[src/rtl/lc4_alu_mc.sv]
// lc4_alu_mc: multi-cycle LC4 ALU for the execute stage, valid/ready on both sides.
// Ports: clk, rst_n (async low); i_valid/o_ready accept side; i_insn, i_pc,
//   i_r1data, i_r2data operands; i_flush aborts in-flight work; o_valid/i_ready
//   result side; o_result, o_busy (iterating), o_div0 (divide/mod by zero).
// Build option: LC4_ALU_ITER_MUL_EN selects an iterative shift-add MUL.
module lc4_alu_mc #(
    parameter int DATA_W   = 16,
    parameter int DIV_STEP = 1
) (
    input  logic              clk,
    input  logic              rst_n,
    input  logic              i_valid,
    output logic              o_ready,
    input  logic [15:0]       i_insn,
    input  logic [DATA_W-1:0] i_pc,
    input  logic [DATA_W-1:0] i_r1data,
    input  logic [DATA_W-1:0] i_r2data,
    input  logic              i_flush,
    output logic              o_valid,
    input  logic              i_ready,
    output logic [DATA_W-1:0] o_result,
    output logic              o_busy,
    output logic              o_div0
);

    localparam int CNT_W = $clog2(DATA_W);
    localparam logic [CNT_W-1:0] DIV_LAST = CNT_W'(DATA_W / DIV_STEP - 1);
`ifdef LC4_ALU_ITER_MUL_EN
    localparam logic [CNT_W-1:0] MUL_LAST = CNT_W'(DATA_W - 1);
`endif

    typedef enum logic [1:0] {S_IDLE, S_BUSY, S_DONE} state_e;
    typedef enum logic [1:0] {K_DIV, K_MOD, K_MUL} kind_e;

    state_e state_q, state_d;
    kind_e  kind_q;

    logic [CNT_W-1:0]  cnt_q;
    logic [CNT_W-1:0]  iter_last;
    logic [DATA_W:0]   rem_q;
    logic [DATA_W-1:0] quo_q;
    logic [DATA_W-1:0] dvs_q;
    logic [DATA_W-1:0] result_q;
    logic              div0_q;

    logic accept;
    logic iter_fin;

    // ------------------------------------------------------------
    // Decode
    // ------------------------------------------------------------
    logic [3:0] opc;
    logic       is_div;
    logic       is_mod;
    logic       div_zero;
    logic       go_iter;

    assign opc      = i_insn[15:12];
    assign is_div   = (opc == 4'b0001) && (i_insn[5:3] == 3'b011);
    assign is_mod   = (opc == 4'b1010) && (i_insn[5:4] == 2'b11);
    assign div_zero = (is_div || is_mod) && (i_r2data == '0);

`ifdef LC4_ALU_ITER_MUL_EN
    logic is_mul;
    assign is_mul  = (opc == 4'b0001) && (i_insn[5:3] == 3'b001);
    assign go_iter = ((is_div || is_mod) && !div_zero) || is_mul;
`else
    assign go_iter = (is_div || is_mod) && !div_zero;
`endif

    // ------------------------------------------------------------
    // Immediates
    // ------------------------------------------------------------
    logic [DATA_W-1:0] sext5;
    logic [DATA_W-1:0] sext6;
    logic [DATA_W-1:0] sext7;
    logic [DATA_W-1:0] sext9;
    logic [DATA_W-1:0] sext11;
    logic [DATA_W-1:0] uimm7;
    logic [DATA_W-1:0] pc_inc;
    logic [DATA_W-1:0] msb;

    assign sext5  = {{(DATA_W-5){i_insn[4]}}, i_insn[4:0]};
    assign sext6  = {{(DATA_W-6){i_insn[5]}}, i_insn[5:0]};
    assign sext7  = {{(DATA_W-7){i_insn[6]}}, i_insn[6:0]};
    assign sext9  = {{(DATA_W-9){i_insn[8]}}, i_insn[8:0]};
    assign sext11 = {{(DATA_W-11){i_insn[10]}}, i_insn[10:0]};
    assign uimm7  = DATA_W'(i_insn[6:0]);
    assign pc_inc = i_pc + DATA_W'(1);
    assign msb    = {1'b1, {(DATA_W-1){1'b0}}};

    // All compares: all-ones for lt, 0 for eq, 1 for gt.
    function automatic logic [DATA_W-1:0] cmp(
        input logic [DATA_W-1:0] a,
        input logic [DATA_W-1:0] b,
        input logic              sgn
    );
        logic lt;
        lt = sgn ? ($signed(a) < $signed(b)) : (a < b);
        if (a == b)
            return '0;
        else if (lt)
            return '1;
        else
            return DATA_W'(1);
    endfunction

    // ------------------------------------------------------------
    // Single-cycle result
    // ------------------------------------------------------------
    logic [DATA_W-1:0] alu_res;

    always_comb begin
        alu_res = '0;
        unique case (1'b1)
            (opc == 4'h0): alu_res = pc_inc + sext9;
            (opc == 4'h1): begin
                if (i_insn[5]) begin
                    alu_res = i_r1data + sext5;
                end else begin
                    case (i_insn[4:3])
                        2'b00: alu_res = i_r1data + i_r2data;
`ifdef LC4_ALU_ITER_MUL_EN
                        2'b01: alu_res = '0;
`else
                        2'b01: alu_res = i_r1data * i_r2data;
`endif
                        2'b10: alu_res = i_r1data + ~i_r2data + DATA_W'(1);
                        default: alu_res = '0;
                    endcase
                end
            end
            (opc == 4'h2): begin
                case (i_insn[8:7])
                    2'b00: alu_res = cmp(i_r1data, i_r2data, 1'b1);
                    2'b01: alu_res = cmp(i_r1data, i_r2data, 1'b0);
                    2'b10: alu_res = cmp(i_r1data, sext7, 1'b1);
                    default: alu_res = cmp(i_r1data, uimm7, 1'b0);
                endcase
            end
            (opc == 4'h4): begin
                if (i_insn[11])
                    alu_res = (i_pc & msb) | DATA_W'({i_insn[10:0], 4'b0000});
                else
                    alu_res = i_r1data;
            end
            (opc == 4'h5): begin
                if (i_insn[5]) begin
                    alu_res = i_r1data & sext5;
                end else begin
                    case (i_insn[4:3])
                        2'b00: alu_res = i_r1data & i_r2data;
                        2'b01: alu_res = ~i_r1data;
                        2'b10: alu_res = i_r1data | i_r2data;
                        default: alu_res = i_r1data ^ i_r2data;
                    endcase
                end
            end
            (opc == 4'h6),
            (opc == 4'h7): alu_res = i_r1data + sext6;
            (opc == 4'h8): alu_res = i_r1data;
            (opc == 4'h9): alu_res = sext9;
            (opc == 4'hA): begin
                case (i_insn[5:4])
                    2'b00: alu_res = i_r1data << i_insn[3:0];
                    2'b01: alu_res = DATA_W'($signed(i_r1data) >>> i_insn[3:0]);
                    2'b10: alu_res = i_r1data >> i_insn[3:0];
                    default: alu_res = '0;
                endcase
            end
            (opc == 4'hC): begin
                if (i_insn[11])
                    alu_res = pc_inc + sext11;
                else
                    alu_res = i_r1data;
            end
            (opc == 4'hD): alu_res = DATA_W'({i_insn[7:0], i_r1data[7:0]});
            (opc == 4'hF): alu_res = msb | DATA_W'(i_insn[7:0]);
            default: alu_res = '0;
        endcase
    end

    // ------------------------------------------------------------
    // Iterative step: restoring divider (and shift-add multiplier)
    // rem_q/quo_q/dvs_q double as acc/multiplier/multiplicand for MUL.
    // ------------------------------------------------------------
    logic [DATA_W:0]   step_rem;
    logic [DATA_W-1:0] step_quo;
    logic [DATA_W-1:0] step_dvs;
    logic [DATA_W:0]   r;
    logic [DATA_W-1:0] q;

    always_comb begin
        r = rem_q;
        q = quo_q;
        // Shift the next dividend bit into the partial remainder;
        // subtract when it fits and record a quotient one.
        for (int i = 0; i < DIV_STEP; i++) begin
            r = {r[DATA_W-1:0], q[DATA_W-1]};
            q = {q[DATA_W-2:0], 1'b0};
            if (r >= {1'b0, dvs_q}) begin
                r    = r - {1'b0, dvs_q};
                q[0] = 1'b1;
            end
        end
        step_rem = r;
        step_quo = q;
        step_dvs = dvs_q;
`ifdef LC4_ALU_ITER_MUL_EN
        if (kind_q == K_MUL) begin
            step_rem = {1'b0, rem_q[DATA_W-1:0] + (quo_q[0] ? dvs_q : '0)};
            step_quo = quo_q >> 1;
            step_dvs = dvs_q << 1;
        end
`endif
    end

`ifdef LC4_ALU_ITER_MUL_EN
    assign iter_last = (kind_q == K_MUL) ? MUL_LAST : DIV_LAST;
`else
    assign iter_last = DIV_LAST;
`endif

    // ------------------------------------------------------------
    // FSM
    // ------------------------------------------------------------
    always_ff @(posedge clk or negedge rst_n) begin
        if (!rst_n)
            state_q <= S_IDLE;
        else
            state_q <= state_d;
    end

    always_comb begin
        state_d  = state_q;
        accept   = 1'b0;
        iter_fin = 1'b0;
        o_ready  = 1'b0;
        o_valid  = 1'b0;
        o_busy   = 1'b0;
        unique case (state_q)
            S_IDLE: begin
                o_ready = 1'b1;
                // A flush in the accept cycle suppresses the accept.
                if (i_valid && !i_flush) begin
                    accept  = 1'b1;
                    state_d = go_iter ? S_BUSY : S_DONE;
                end
            end
            S_BUSY: begin
                o_busy = 1'b1;
                if (i_flush) begin
                    state_d = S_IDLE;
                end else if (cnt_q == iter_last) begin
                    iter_fin = 1'b1;
                    state_d  = S_DONE;
                end
            end
            S_DONE: begin
                o_valid = 1'b1;
                if (i_flush || i_ready)
                    state_d = S_IDLE;
            end
            default: state_d = S_IDLE;
        endcase
    end

    // ------------------------------------------------------------
    // Datapath registers
    // ------------------------------------------------------------
    always_ff @(posedge clk or negedge rst_n) begin
        if (!rst_n) begin
            kind_q   <= K_DIV;
            cnt_q    <= '0;
            rem_q    <= '0;
            quo_q    <= '0;
            dvs_q    <= '0;
            result_q <= '0;
            div0_q   <= 1'b0;
        end else if (accept) begin
            result_q <= alu_res;
            div0_q   <= div_zero;
            cnt_q    <= '0;
            kind_q   <= is_mod ? K_MOD : K_DIV;
            rem_q    <= '0;
            quo_q    <= i_r1data;
            dvs_q    <= i_r2data;
`ifdef LC4_ALU_ITER_MUL_EN
            if (is_mul) begin
                kind_q <= K_MUL;
                quo_q  <= i_r2data;
                dvs_q  <= i_r1data;
            end
`endif
        end else if (state_q == S_BUSY) begin
            if (i_flush) begin
                cnt_q <= '0;
            end else begin
                cnt_q <= iter_fin ? '0 : cnt_q + CNT_W'(1);
                rem_q <= step_rem;
                quo_q <= step_quo;
                dvs_q <= step_dvs;
                if (iter_fin)
                    result_q <= (kind_q == K_DIV) ? step_quo
                                                  : step_rem[DATA_W-1:0];
            end
        end
    end

    assign o_result = result_q;
    assign o_div0   = div0_q && (state_q == S_DONE);

endmodule

[config.mk]
export PLATFORM = sky130hd
export DESIGN_NAME = lc4_alu_mc
export DESIGN_NICKNAME = d
export VERILOG_FILES = /design/src/rtl/lc4_alu_mc.sv
export SDC_FILE = /design/constraint.sdc
export NUM_CORES = 1
export LEC_CHECK = 0
export CAP_MARGIN = 20
export CORE_ASPECT_RATIO = 0.9
export CORE_MARGIN = 3
export CORE_UTILIZATION = 25
export DETAILED_ROUTE_END_ITERATION = 16
export GPL_ROUTABILITY_DRIVEN = 0
export PLACE_DENSITY_LB_ADDON = 0.1
export SYNTH_ARGS = -nofsm -noshare
export SYNTH_HDL_FRONTEND = slang
export SYNTH_SLANG_ARGS = --single-unit
[constraint.sdc]
create_clock -name clk -period 3.4 [get_ports clk]
set_input_delay 0.68 -clock clk [delete_from_list [all_inputs] [get_ports clk]]
set_output_delay 0.68 -clock clk [all_outputs]
set_load 0.005 [all_outputs]
==> tab_implementation.tex, run 1 <==
\begin{tabular}{lr}
\hline
Metric & Value \\
\hline
\multicolumn{2}{l}{\textbf{Routing}} \\
Violation count after the first detailed-route iteration & 1604 \\
Remaining antenna violation count & 0 \\
Detail-routed via count per cell & approximately 5.2 \\
Total Wirelength & 84200 um \\
Wire length on met3 & 4410 um \\
Number of vias in the routed layout & 18700 \\
Total length of routed met2 wires & 37600 um \\
Met1 Wirelength & between 30000 and 40000 um \\
Total iterations of the first detailed-routing run & 7 \\
Number of design rule violations left after detail routing & 0 \\
Routed wirelength normalized by instance count & 23.5 um \\
Highest Signal Layer & met4 \\
\multicolumn{2}{l}{\textbf{Synth}} \\
Fraction of registers with async set or reset after synthesis & 1.00 \\
Library cell occupying the most area in the post-synthesis netlist & ha\_1 \\
Register bit total from synthesis & 72 \\
Count of mapped cells out of synthesis & 2110 \\
Number of flops mapped to enable cells by yosys & 0 \\
Summed instance area of the synthesized netlist & between 0.015 and 0.02 mm2 \\
Nets in the synthesized netlist & 2443 \\
Dominant synthesized flop cell & dfrtp\_1 \\
Count of distinct cell types in the synthesized netlist & 92 \\
Synth warnings & 0 \\
Cell with the most instances after synthesis & nor2\_1 \\
Sequential element share of the synthesized area & 0.112 \\
Share of the synthesized area in the top cell type & 0.139 \\
Main area contributors after synthesis & ha\_1 (14\%), dfrtp\_1 (11\%), fa\_1 (11\%), nor2\_1 (5.5\%), nand2\_1 (5.4\%) \\
Average footprint of a synthesized cell & 7.61 um2 \\
List of most frequent post-synthesis cells & nor2\_1 (236), nand2\_1 (232), inv\_1 (203) \\
\multicolumn{2}{l}{\textbf{Critical path}} \\
Cell with the largest stage delay on the worst path & fa\_1 \\
Reg2reg path depth & 15 \\
Delay of the slowest cell on the worst path & 0.51 ns \\
Nature of the critical path startpoint & input pin \\
Critical path arrival & a little over 6 ns \\
Kind of end point of the critical path & flop \\
Most common cell type on the critical path & fa\_1 \\
CP Cell Sequence & buf\_6 -> buf\_6 -> ha\_4 -> fa\_1 -> inv\_2 -> fa\_2 -> fa\_1 -> fa\_1 -> inv\_1 -> fa\_1 -> inv\_1 -> fa\_1 -> inv\_2 -> ha\_4 -> or3\_1 -> o211ai\_1 -> nor3b\_4 -> o31ai\_4 -> a221o\_1 -> o21bai\_1 -> nand4\_1 -> a221o\_1 \\
Critical path class & in2reg \\
Top fanout value on the critical path & 3 \\
Required time worst endpoint & around 3.6 ns \\
\multicolumn{2}{l}{\textbf{Floorplan}} \\
IO Count & 89 \\
Total number of placement rows & 87 \\
Effective utilization at floorplan & 0.254 \\
Core box area & around 0.063 mm2 \\
Die Span Y & around 250 um \\
Horizontal die dimension & 273 um \\
DIE AREA & 0.0673 mm2 \\
\multicolumn{2}{l}{\textbf{Global routing}} \\
Number of global-route vias before repair & roughly 19000 \\
Global-route usage over all layers & 0.244 \\
Number of antenna violations at the first check in global routing & 1 \\
Pin count of the biggest net entering global routing & 73 \\
Total overflow reported by the global router & 0 \\
Wire length of the first global-routing pass & 123000 um \\
\multicolumn{2}{l}{\textbf{Finish}} \\
Fill cell total of the finished layout & 6577 \\
Area of the multi-input gates & 0.0144 mm2 \\
Net count reported at finish & between 3000 and 4000 \\
Final non-filler cell total & 3582 \\
Area growth from synthesis to layout & 53.2\% \\
Post-Layout Inst Area & between 0.02 and 0.025 mm2 \\
Final Core Density & 0.390 \\
Combined flip-flop and latch cell area & 0.00180 mm2 \\
Fraction of layout instances using a drive strength above 1 & 0.357 \\
\multicolumn{2}{l}{\textbf{Clock network}} \\
Clock buffer count from CTS & 9 \\
Clock-pin slew of the registers on the worst-case setup and hold paths & 0.06 ns \\
Clock latency on the worst-skew pair & 0.34 ns \\
Buffers from clock root to sink, at most & 2 \\
Clock root buffer master & clkbuf\_16 \\
CTS H-Tree Depth & 3 \\
Clock tree from TritonCTS & yes \\
Count of clock tree sinks & 72 \\
\multicolumn{2}{l}{\textbf{Pwr}} \\
Maximum resistive drop on vdd & 558 uV \\
Total power & between 0.01 and 0.015 W \\
Lkg Pwr & between 10 and 15 nW \\
Power density over the cells & 465 mW/mm2 \\
\multicolumn{2}{l}{\textbf{STA}} \\
Clock skew after layout & 0.00816 ns \\
Post-route fraction of the period consumed by the critical path & 1.75 \\
Unrepaired setup endpoints after global routing & true \\
Worst rel slew slack & 0.293 \\
Number of hold violations in the final report & 0 \\
Pins over their slew limit & 0 \\
Max Clock Freq & approximately 170 MHz \\
Setup violations, final & 15 \\
Final Critical Period & 5.94 ns \\
Final setup margin & -2.54 ns \\
Slew of the pin with the lowest slew margin & 1.06 ns \\
\multicolumn{2}{l}{\textbf{Placement}} \\
Sum of net half-perimeters after detailed placement & 69100 um \\
Placed Area & 0.0223 mm2 \\
Number of port buffers & 88 \\
Number of instances in the placed design & 3504 \\
\multicolumn{2}{l}{\textbf{Job}} \\
Number of maximum-capacitance constraint violations & 0 \\
\multicolumn{2}{l}{\textbf{Status}} \\
Violations in the final reports & setup timing \\
Outcome & complete, but fails checks \\
\multicolumn{2}{l}{\textbf{Min path}} \\
Path class of the lowest-slack min-delay path & in2async \\
\hline
\end{tabular}
critical path: cells and delay by family:
kind | cells | cell delay (ns)
AOI/OAI and AO/OA | 5 | 1.15
adders and majority gates | 8 | 3.14
buffers and inverters | 6 | 0.45
and+or+nand+nor | 3 | 0.73
area by class of cell:
class | count | area share
Antenna cell | 1 | 0.000102
Clock buffer | 10 | 0.00930
Clock inverter | 6 | 0.00376
Inverter | 214 | 0.0378
Multi-Input combinational cell | 1712 | 0.585
Sequential cell | 72 | 0.0732
Tap cell | 845 | 0.0429
Timing Repair Buffer | 722 | 0.248
power breakdown:
part	total (W)	switching, W	leakage, nW	internal (W)
clock	0.00104	0.000395	0.149	0.000647
sequential	0.00107	0.0000957	0.919	0.000973
combinational	0.00934	0.00489	10.0	0.00445
worst paths after layout:
check                          endpoint   startpoint  slack, ns
hold reg to reg                quo_q[7]     quo_q[7]       0.51
setup / recovery           o_result[13]  i_r1data[5]      -2.54
hold / removal                 rem_q[3]        rst_n       0.50
setup reg to reg           o_result[12]    quo_q[15]       0.05
max in group asynchronous  o_result[14]        rst_n       2.28
min in group clk               quo_q[7]     quo_q[7]       0.51
metrics by stage:
stage | setup slack, ns | setup TNS [ns] | hold slack, ns
3_5_place_dp | -3.46 | -40.78 | 0.490
5_1_grt | -2.66 | -24.20 | 0.541
3_3_place_gp | -3.44 | -40.52 | 0.477
2_1_floorplan | -2.36 | -17.75 | 0.384
4_1_cts | -2.57 | -23.54 | 0.506
6_report | -2.54 | -22.70 | 0.502
kinds of logic after synthesis:
kind of cell	share of synthesized area
buffers and inverters	0.0809
DFF	0.112
xor gates and xnor gates	0.0616
adders and majority gates	0.245
and+or+nand+nor	0.189
muxes	0.0642
AOI/OAI and AO/OA	0.246
layer usage:
layer | track usage | vias up
li1 | - | 8742
met1 | 0.353 | 9209
met2 | 0.393 | 635
met3 | 0.0235 | 105
met4 | 0.0534 | 0
met5 | 0 | -
cells in the final DEF, fill, tap and decap left out, drive strengths merged, types with 9 or more instances in the layout:
master         synthesis  routed
dlygate4sd2            0      10
o21ai                137     137
mux4                  25      25
clkbuf                78      12
nand4                 19      19
nand3                 41      41
nor3                  40      40
a21o                  28      28
clkdlybuf4s50          0      48
xnor2                 79      79
a221oi                20      20
a21oi                133     133
a211oi                29      29
nor2                 237     237
o211ai                39      39
o31ai                 14      14
xor2                  34      34
mux2i                 39      39
o41ai                 10      10
ha                   179     179
nand2b                22      22
dfrtp                 72      72
or3                   11      11
a22oi                 24      24
buf                   34     655
nor4                  12      12
o21bai                11      11
nand2                232     232
nor2b                 18      18
inv                  205     204
and3                  14      14
o21a                  16      16
a31oi                 17      17
clkinv                 9       9
fa                    85      85
a22o                  11      11
flip-flops by register name, summed over array words and instances, names as in the netlist:
register	flops
dvs_q	16
o_result	16
quo_q	16
rem_q	16
cnt_q	4
state_q	2
div0_q	1
kind_q	1
what timing repair did:
item | in CTS | in global routing
gates resized for setup | 326 | 129
hold buffers | 0 | 0
gates cloned | 0 | 0
buffers inserted | 55 | 24
setup endpoints to repair | 16 | 16
pin swaps | 124 | 121
(Power assumes the default switching activity.)
==> run 2: changes to the inputs <==
Settings changed: CAP_MARGIN 20 to default.
==> results of run 2 <==
Same layout as run 1: the final DEF is identical, and so are final timing and power.
